$ cat src/rtl/interrupt_controller_pkg.sv
// rtl/interrupt_controller_pkg.sv - shared types, widths and priority helper for the interrupt controller
package interrupt_controller_pkg;

  localparam int VEC_W   = 3;
  localparam int MAX_SRC = 8;

  typedef enum logic [1:0] {
    ST_IDLE    = 2'd0,
    ST_REQ     = 2'd1,
    ST_SERVICE = 2'd2
  } intc_state_e;

  // Bit 0 has the highest priority, so the scan runs downward and the last hit wins.
  function automatic logic [VEC_W-1:0] lowest_set(input logic [MAX_SRC-1:0] v);
    lowest_set = '0;
    for (int i = MAX_SRC - 1; i >= 0; i--) begin
      if (v[i]) lowest_set = VEC_W'(i);
    end
  endfunction

endpackage

$ cat src/rtl/interrupt_controller_if.sv
// rtl/interrupt_controller_if.sv - event, mask and CPU handshake bundle of the interrupt controller
interface interrupt_controller_if
  import interrupt_controller_pkg::*;
#(
  parameter int N_SRC = 8
);

  logic [N_SRC-1:0] irq_in;
  logic             mask_we;
  logic [N_SRC-1:0] mask_in;
  logic             int_ack;
  logic             int_done;
  logic             int_req;
  logic [VEC_W-1:0] int_vector;
  logic [N_SRC-1:0] pending;
  logic [N_SRC-1:0] mask;
  logic             in_service;

  modport master (
    output irq_in, mask_we, mask_in, int_ack, int_done,
    input  int_req, int_vector, pending, mask, in_service
  );

  modport slave (
    input  irq_in, mask_we, mask_in, int_ack, int_done,
    output int_req, int_vector, pending, mask, in_service
  );

endinterface

$ cat src/rtl/interrupt_controller_edge_sync.sv
// rtl/interrupt_controller_edge_sync.sv - two-flop synchronizer plus previous-sample flop per line, one-cycle rising-edge pulses
module interrupt_controller_edge_sync #(
  parameter int N = 8
) (
  input  logic         clk,
  input  logic         reset,
  input  logic [N-1:0] irq_i,
  output logic [N-1:0] edge_o
);

  logic [N-1:0] sync1_q;
  logic [N-1:0] sync2_q;
  logic [N-1:0] prev_q;

  // Clearing prev on reset turns a line held high across reset into exactly one event.
  always_ff @(posedge clk) begin
    if (reset) begin
      sync1_q <= '0;
      sync2_q <= '0;
      prev_q  <= '0;
    end else begin
      sync1_q <= irq_i;
      sync2_q <= sync1_q;
      prev_q  <= sync2_q;
    end
  end

  assign edge_o = sync2_q & ~prev_q;

endmodule

$ cat src/rtl/interrupt_controller.sv
// rtl/interrupt_controller.sv - pending/mask state, fixed-priority selection and req/ack/done sequencing towards the CPU
module interrupt_controller
  import interrupt_controller_pkg::*;
#(
  parameter int             N_SRC   = 8,
  parameter logic [N_SRC-1:0] MASK_RV = '1
) (
  input logic                  clk,
  input logic                  reset,
  interrupt_controller_if.slave bus
);

  intc_state_e      state_q, state_d;
  logic             int_req_q, int_req_d;
  logic [VEC_W-1:0] vec_q, vec_d;
  logic             in_service_q, in_service_d;
  logic [N_SRC-1:0] pending_q, pending_d;
  logic [N_SRC-1:0] mask_q, mask_d;
  logic [N_SRC-1:0] edge_pulse;
  logic [N_SRC-1:0] pend_clr;
  logic [MAX_SRC-1:0] eligible;

  interrupt_controller_edge_sync #(.N(N_SRC)) u_edge_sync (
    .clk    (clk),
    .reset  (reset),
    .irq_i  (bus.irq_in),
    .edge_o (edge_pulse)
  );

  // Sources above N_SRC-1 pad to zero, so the winner is always a real source.
  assign eligible = MAX_SRC'(pending_q & mask_q);

  always_comb begin
    state_d      = state_q;
    int_req_d    = int_req_q;
    vec_d        = vec_q;
    in_service_d = in_service_q;
    pend_clr     = '0;
    case (state_q)
      ST_IDLE: begin
        if (|eligible) begin
          vec_d     = lowest_set(eligible);
          int_req_d = 1'b1;
          state_d   = ST_REQ;
        end
      end
      ST_REQ: begin
        if (bus.int_ack) begin
          pend_clr     = N_SRC'(1) << vec_q;
          int_req_d    = 1'b0;
          in_service_d = 1'b1;
          state_d      = ST_SERVICE;
        end
      end
      ST_SERVICE: begin
        if (bus.int_done) begin
          in_service_d = 1'b0;
          state_d      = ST_IDLE;
        end
      end
      default: state_d = ST_IDLE;
    endcase
    // OR-ing the edge after the clear lets a coincident new event survive the ack.
    pending_d = (pending_q & ~pend_clr) | edge_pulse;
    mask_d    = bus.mask_we ? bus.mask_in : mask_q;
  end

  always_ff @(posedge clk) begin
    if (reset) begin
      state_q      <= ST_IDLE;
      int_req_q    <= 1'b0;
      vec_q        <= '0;
      in_service_q <= 1'b0;
      pending_q    <= '0;
      mask_q       <= MASK_RV;
    end else begin
      state_q      <= state_d;
      int_req_q    <= int_req_d;
      vec_q        <= vec_d;
      in_service_q <= in_service_d;
      pending_q    <= pending_d;
      mask_q       <= mask_d;
    end
  end

  assign bus.int_req    = int_req_q;
  assign bus.int_vector = vec_q;
  assign bus.pending    = pending_q;
  assign bus.mask       = mask_q;
  assign bus.in_service = in_service_q;

endmodule
$ cat src/flat_wrapper.sv
// flat-port wrapper written by rule: the top's interface ports become plain ports
module interrupt_controller_flat import interrupt_controller_pkg::*;
#(
  parameter int             N_SRC   = 8,
  parameter logic [N_SRC-1:0] MASK_RV = '1
)
  (clk, reset, bus_irq_in, bus_mask_we, bus_mask_in, bus_int_ack, bus_int_done, bus_int_req, bus_int_vector, bus_pending, bus_mask, bus_in_service);
  interrupt_controller_if #(.N_SRC(N_SRC)) bus_i ();
  input logic clk;
  input logic reset;
  input wire logic [$bits(bus_i.irq_in)-1:0] bus_irq_in;
  input wire logic [$bits(bus_i.mask_we)-1:0] bus_mask_we;
  input wire logic [$bits(bus_i.mask_in)-1:0] bus_mask_in;
  input wire logic [$bits(bus_i.int_ack)-1:0] bus_int_ack;
  input wire logic [$bits(bus_i.int_done)-1:0] bus_int_done;
  output wire logic [$bits(bus_i.int_req)-1:0] bus_int_req;
  output wire logic [$bits(bus_i.int_vector)-1:0] bus_int_vector;
  output wire logic [$bits(bus_i.pending)-1:0] bus_pending;
  output wire logic [$bits(bus_i.mask)-1:0] bus_mask;
  output wire logic [$bits(bus_i.in_service)-1:0] bus_in_service;
  assign bus_i.irq_in = bus_irq_in;
  assign bus_i.mask_we = bus_mask_we;
  assign bus_i.mask_in = bus_mask_in;
  assign bus_i.int_ack = bus_int_ack;
  assign bus_i.int_done = bus_int_done;
  assign bus_int_req = bus_i.int_req;
  assign bus_int_vector = bus_i.int_vector;
  assign bus_pending = bus_i.pending;
  assign bus_mask = bus_i.mask;
  assign bus_in_service = bus_i.in_service;
  interrupt_controller #(.N_SRC(N_SRC), .MASK_RV(MASK_RV)) u_core (.clk(clk), .reset(reset), .bus(bus_i));
endmodule
$ cat config.mk
export PLATFORM = sky130hd
export DESIGN_NAME = interrupt_controller_flat
export DESIGN_NICKNAME = d
export VERILOG_FILES = /design/src/rtl/interrupt_controller_pkg.sv /design/src/rtl/interrupt_controller_if.sv /design/src/rtl/interrupt_controller_edge_sync.sv /design/src/rtl/interrupt_controller.sv /design/src/flat_wrapper.sv
export SDC_FILE = /design/constraint.sdc
export NUM_CORES = 1
export LEC_CHECK = 0
export CORE_ASPECT_RATIO = 0.7
export CORE_MARGIN = 5
export CORE_UTILIZATION = 25
export CTS_CLUSTER_DIAMETER = 80
export DETAILED_ROUTE_END_ITERATION = 10
export GPL_ROUTABILITY_DRIVEN = 0
export HOLD_SLACK_MARGIN = 0.12
export PLACE_DENSITY = 0.5
export SLEW_MARGIN = 40
export SYNTH_ARGS = -nofsm -noshare
export SYNTH_HDL_FRONTEND = slang
export SYNTH_SLANG_ARGS = --single-unit
$ cat constraint.sdc
create_clock -name clk -period 2.2 [get_ports clk]
set_input_delay 0.22 -clock clk [delete_from_list [all_inputs] [get_ports clk]]
set_output_delay 0.22 -clock clk [all_outputs]
set_load 0.03 [all_outputs]
==> report_table.html <==
<table>
<tr><th>Metric</th><th>Value</th></tr>
<tr><th colspan="2">CTS</th></tr>
<tr><td>H-tree Lvls</td><td>2</td></tr>
<tr><td>Number of instances resized during post-cts repair</td><td>0</td></tr>
<tr><td>CTS tree</td><td>built</td></tr>
<tr><td>Clock Pin Slew Worst Setup and Hold Paths</td><td>90 ps</td></tr>
<tr><td>Post-CTS setup buffers</td><td>0</td></tr>
<tr><td>Post-CTS Hold Buffers</td><td>0</td></tr>
<tr><td>Insertion delay of the later-clocked pin in the worst-skew pair</td><td>300 ps</td></tr>
<tr><td>Count of clock tree sinks</td><td>47</td></tr>
<tr><td>CTS buffer count</td><td>5</td></tr>
<tr><td>Clock Root Buffer</td><td>clkbuf_8</td></tr>
<tr><td>Worst-case clock buffer depth</td><td>2</td></tr>
<tr><th colspan="2">Global route</th></tr>
<tr><td>Pin count of the biggest net entering global routing</td><td>21</td></tr>
<tr><td>Number of global-route vias before repair</td><td>1,215</td></tr>
<tr><td>First-pass GRT wire length</td><td>6.09 mm</td></tr>
<tr><td>Antenna violations before repair</td><td>0</td></tr>
<tr><td>GRT Residual Overflow</td><td>0</td></tr>
<tr><td>Global-route usage over all layers</td><td>0.0928</td></tr>
<tr><th colspan="2">Critical path</th></tr>
<tr><td>Launching element type of the critical path</td><td>flop</td></tr>
<tr><td>CP max stage delay</td><td>750 ps</td></tr>
<tr><td>Buf+Inv Stages, Crit Path</td><td>1</td></tr>
<tr><td>RR Startpoint</td><td>u_core.state_q[0]</td></tr>
<tr><td>Biggest fanout along the worst timing path</td><td>7</td></tr>
<tr><td>Critical path, cell by cell</td><td>clkdlybuf4s50_1</td></tr>
<tr><td>Worst Path Class, Setup</td><td>flop to output pin</td></tr>
<tr><td>R2R Setup Slk</td><td>910 ps</td></tr>
<tr><td>Worst reg-to-reg path cell count</td><td>4</td></tr>
<tr><td>Highest-delay cell along the critical path</td><td>clkdlybuf4s50_1</td></tr>
<tr><td>Type of destination of the critical path</td><td>output pin</td></tr>
<tr><td>Top Family by Delay on Critical Path</td><td>buffers and inverters</td></tr>
<tr><td>Data arrival time of the worst path</td><td>1580 ps</td></tr>
<tr><td>Worst flop-to-flop path endpoint</td><td>u_core.bus.pending[3]</td></tr>
<tr><td>Required time reported for the critical path endpoint</td><td>1980 ps</td></tr>
<tr><th colspan="2">STA</th></tr>
<tr><td>Post-layout min period</td><td>1800 ps</td></tr>
<tr><td>Final count of negative-setup-slack endpoints</td><td>0</td></tr>
<tr><td>Count of final max-slew check failures</td><td>0</td></tr>
<tr><td>Final-layout setup total negative slack</td><td>0 ps</td></tr>
<tr><td>Setup repair after global routing missed its margin</td><td>false</td></tr>
<tr><td>Worst Max-Slew Pin Slew</td><td>542 ps</td></tr>
<tr><td>Minimum hold slack</td><td>439 ps</td></tr>
<tr><td>Final Hold Violating Endpoints</td><td>0</td></tr>
<tr><td>Clock skew</td><td>11.3 ps</td></tr>
<tr><td>Remaining max-slew budget at the tightest pin</td><td>0.637</td></tr>
<tr><td>Peak Freq</td><td>0.555 GHz</td></tr>
<tr><td>Fraction of the cycle the final worst path needs</td><td>0.818</td></tr>
<tr><th colspan="2">Logic synthesis</th></tr>
<tr><td>Yosys reg bits</td><td>47</td></tr>
<tr><td>Share of synthesized cell area in and, or, nand and nor gates</td><td>0.248</td></tr>
<tr><td>Post-synth design cell area</td><td>1690 µm²</td></tr>
<tr><td>Yosys warnings</td><td>0</td></tr>
<tr><td>Syn Inst Count</td><td>163</td></tr>
<tr><td>Area fraction in compound gates after synthesis</td><td>0.174</td></tr>
<tr><td>Post-Synth Adder-Cell Area</td><td>0</td></tr>
<tr><td>Post-synthesis xor/xnor area fraction</td><td>0</td></tr>
<tr><td>Library cells used by synthesis</td><td>29</td></tr>
<tr><td>Mux cell area share after synthesis</td><td>0</td></tr>
<tr><td>Portion of the post-synthesis area used by sequential elements</td><td>0.558</td></tr>
<tr><td>Post-Syn Nets</td><td>184</td></tr>
<tr><td>Mean area per synthesized cell</td><td>10.3 µm²</td></tr>
<tr><td>Combinational family with the most area after synthesis</td><td>simple AND/OR/NAND/NOR gates</td></tr>
<tr><th colspan="2">Power</th></tr>
<tr><td>Power density of the placed cells</td><td>831 nW/µm²</td></tr>
<tr><td>Part of the power in combinational logic</td><td>0.163</td></tr>
<tr><td>Cell-internal power</td><td>1.44 mW</td></tr>
<tr><td>Switching Fraction</td><td>0.259</td></tr>
<tr><td>Clk pwr share</td><td>0.341</td></tr>
<tr><td>Net load switching power</td><td>501 µW</td></tr>
<tr><td>Reg power frac</td><td>0.496</td></tr>
<tr><td>Reported leakage power</td><td>0.862 nW</td></tr>
<tr><td>Worst-case vdd ir drop</td><td>0.000292 V</td></tr>
<tr><th colspan="2">Detailed routing</th></tr>
<tr><td>Ratio of routed vias to standard cells</td><td>4.22</td></tr>
<tr><td>Remaining design rule violation count</td><td>0</td></tr>
<tr><td>Routed wire length</td><td>3.70 mm</td></tr>
<tr><td>Routed wire per std cell</td><td>12.2 µm</td></tr>
<tr><td>Routed Antenna Nets</td><td>0</td></tr>
<tr><td>Via count of the routed design</td><td>1,280</td></tr>
<tr><td>Number of DRC markers in iteration 0</td><td>29</td></tr>
<tr><td>First drt pass iteration count</td><td>4</td></tr>
<tr><th colspan="2">Worst hold path</th></tr>
<tr><td>Hold Path Depth</td><td>1</td></tr>
<tr><td>Worst hold path type</td><td>flop to flop</td></tr>
<tr><td>Startpoint of the tightest hold check path</td><td>u_core.u_edge_sync.sync1_q[0]</td></tr>
<tr><td>Min-Delay Endpoint</td><td>u_core.u_edge_sync.sync2_q[0]</td></tr>
<tr><th colspan="2">Placed design</th></tr>
<tr><td>Dpl hpwl</td><td>2.78 mm</td></tr>
<tr><td>Count of buffers from port buffering</td><td>41</td></tr>
<tr><th colspan="2">Floorplan</th></tr>
<tr><td>Number of top-level pins</td><td>42</td></tr>
<tr><td>Core Region</td><td>6660 µm²</td></tr>
<tr><td>Starting utilization of the core area</td><td>0.253</td></tr>
<tr><td>Die extent in y</td><td>78.7 µm</td></tr>
<tr><td>Floorplan die width</td><td>108 µm</td></tr>
<tr><td>Number of placement rows</td><td>25</td></tr>
<tr><td>DIE AREA</td><td>8510 µm²</td></tr>
<tr><th colspan="2">Outcome</th></tr>
<tr><td>Status</td><td>complete, no violations</td></tr>
<tr><th colspan="2">Cells and area</th></tr>
<tr><td>Antenna diode instance count</td><td>0</td></tr>
<tr><td>Layout cells sized above 1</td><td>0.0861</td></tr>
<tr><td>NumNets Final</td><td>229</td></tr>
<tr><td>Final Util</td><td>0.350</td></tr>
<tr><td>Area added between synthesis and finish</td><td>38.3%</td></tr>
<tr><th colspan="2">Run</th></tr>
<tr><td>Max-capacitance violation count</td><td>0</td></tr>
</table>
-- layer usage --
metal / vias up / global-route usage / share of wire
met3: 5 / 0.0390 / 0.058
met2: 24 / 0.124 / 0.42
li1: 652 / - / -
met4: 0 / 0.0340 / 0.010
met1: 599 / 0.131 / 0.51
met5: - / 0 / 0
-- registers in the layout, summed over array words and instances (netlist names) --
name                        cells
u_core.bus.in_service           1
u_core.bus.pending              8
u_core.u_edge_sync.sync1_q      8
u_core.state_q                  2
u_core.bus.int_vector           3
u_core.bus.mask                 8
u_core.bus.int_req              1
u_core.u_edge_sync.prev_q       8
u_core.u_edge_sync.sync2_q      8
-- cells in the mapped netlist --
cell | number | area, µm²
nand4b_1 | 1 | 8.76
a22oi_2 | 1 | 12.5
buf_1 | 1 | 3.75
dfxtp_1 | 47 | 941
o31ai_1 | 1 | 7.51
buf_2 | 3 | 15.0
or3b_1 | 1 | 8.76
o21ai_2 | 1 | 8.76
nand3_1 | 2 | 10.0
a211o_1 | 8 | 70.1
o21ai_0 | 6 | 30.0
o31ai_4 | 1 | 21.3
a32o_1 | 2 | 20.0
clkbuf_1 | 2 | 7.51
or2_4 | 1 | 8.76
o211ai_1 | 1 | 7.51
nor3_1 | 2 | 10.0
a311oi_1 | 1 | 8.76
o2bb2ai_1 | 1 | 8.76
a211oi_1 | 1 | 7.51
buf_4 | 1 | 7.51
a21oi_1 | 15 | 75.1
nor2b_1 | 33 | 206
nand3b_4 | 2 | 40.0
nor2_1 | 4 | 15.0
nand2_1 | 11 | 41.3
nand2b_1 | 11 | 68.8
a31oi_1 | 1 | 6.26
a22o_1 | 1 | 8.76
-- final cells by class --
cell class,instances,area (µm²)
fillers,693,4330
clock inverters,2,38.8
clock buffers,6,82.6
flip-flops and latches,47,941
well taps,94,118
repair buffers,45,440
multi-input cells,109,711
-- kinds of logic (layout without fill, tap and decap cells) --
family	count (synthesis)	count (layout)
AO/OA/AOI/OAI	41	41
flip-flops	47	47
buffers and inverters	7	53
AND/OR/NAND/NOR	68	68
-- worst max-delay path by stage --
| stage | slack (ps) | to | startpoint | cells after the start |
|---|---|---|---|---|
| 2_1_floorplan | 920 | u_core.bus.int_vector[0] | u_core.bus.mask[6] | 4 |
| 3_3_place_gp | 690 | u_core.bus.pending[0] | bus_int_ack | 5 |
| 3_5_place_dp | 660 | u_core.bus.pending[0] | bus_int_ack | 5 |
| 4_1_cts | 380 | bus_int_vector[1] | u_core.bus.int_vector[1] | 1 |
| 5_1_grt | 360 | bus_int_vector[1] | u_core.bus.int_vector[1] | 1 |
| 6_report | 400 | bus_int_vector[1] | u_core.bus.int_vector[1] | 1 |
-- power by group through the flow --
stage	Combinational, mW	Clock, mW	Sequential (mW)
floorplan	0.138	0	1.02
global placement	0.319	0	0.982
detailed placement	0.320	0	0.982
CTS	0.321	0.685	0.962
global route	0.344	0.734	0.970
finish	0.317	0.661	0.960
-- through the flow --
stage / power (mW) / area (µm²) / worst slack, ps / instances
finish: 1.94 / 2330 / 399 / 303
global route: 2.05 / 2330 / 359 / 303
CTS: 1.97 / 2330 / 383 / 303
detailed placement: 1.30 / 2210 / 664 / 295
global placement: 1.30 / 2210 / 687 / 295
floorplan: 1.16 / 1690 / 920 / 163
-- cells in the final DEF, fill, tap and decap left out, types with 6 or more instances in the layout --
cell type,instances
o21ai_0,6
nor2b_1,33
clkbuf_8,6
dfxtp_1,47
a21oi_1,15
clkdlybuf4s50_1,41
nand2_1,11
a211o_1,8
nand2b_1,11
Note: power is estimated with default switching activity, not from simulation.
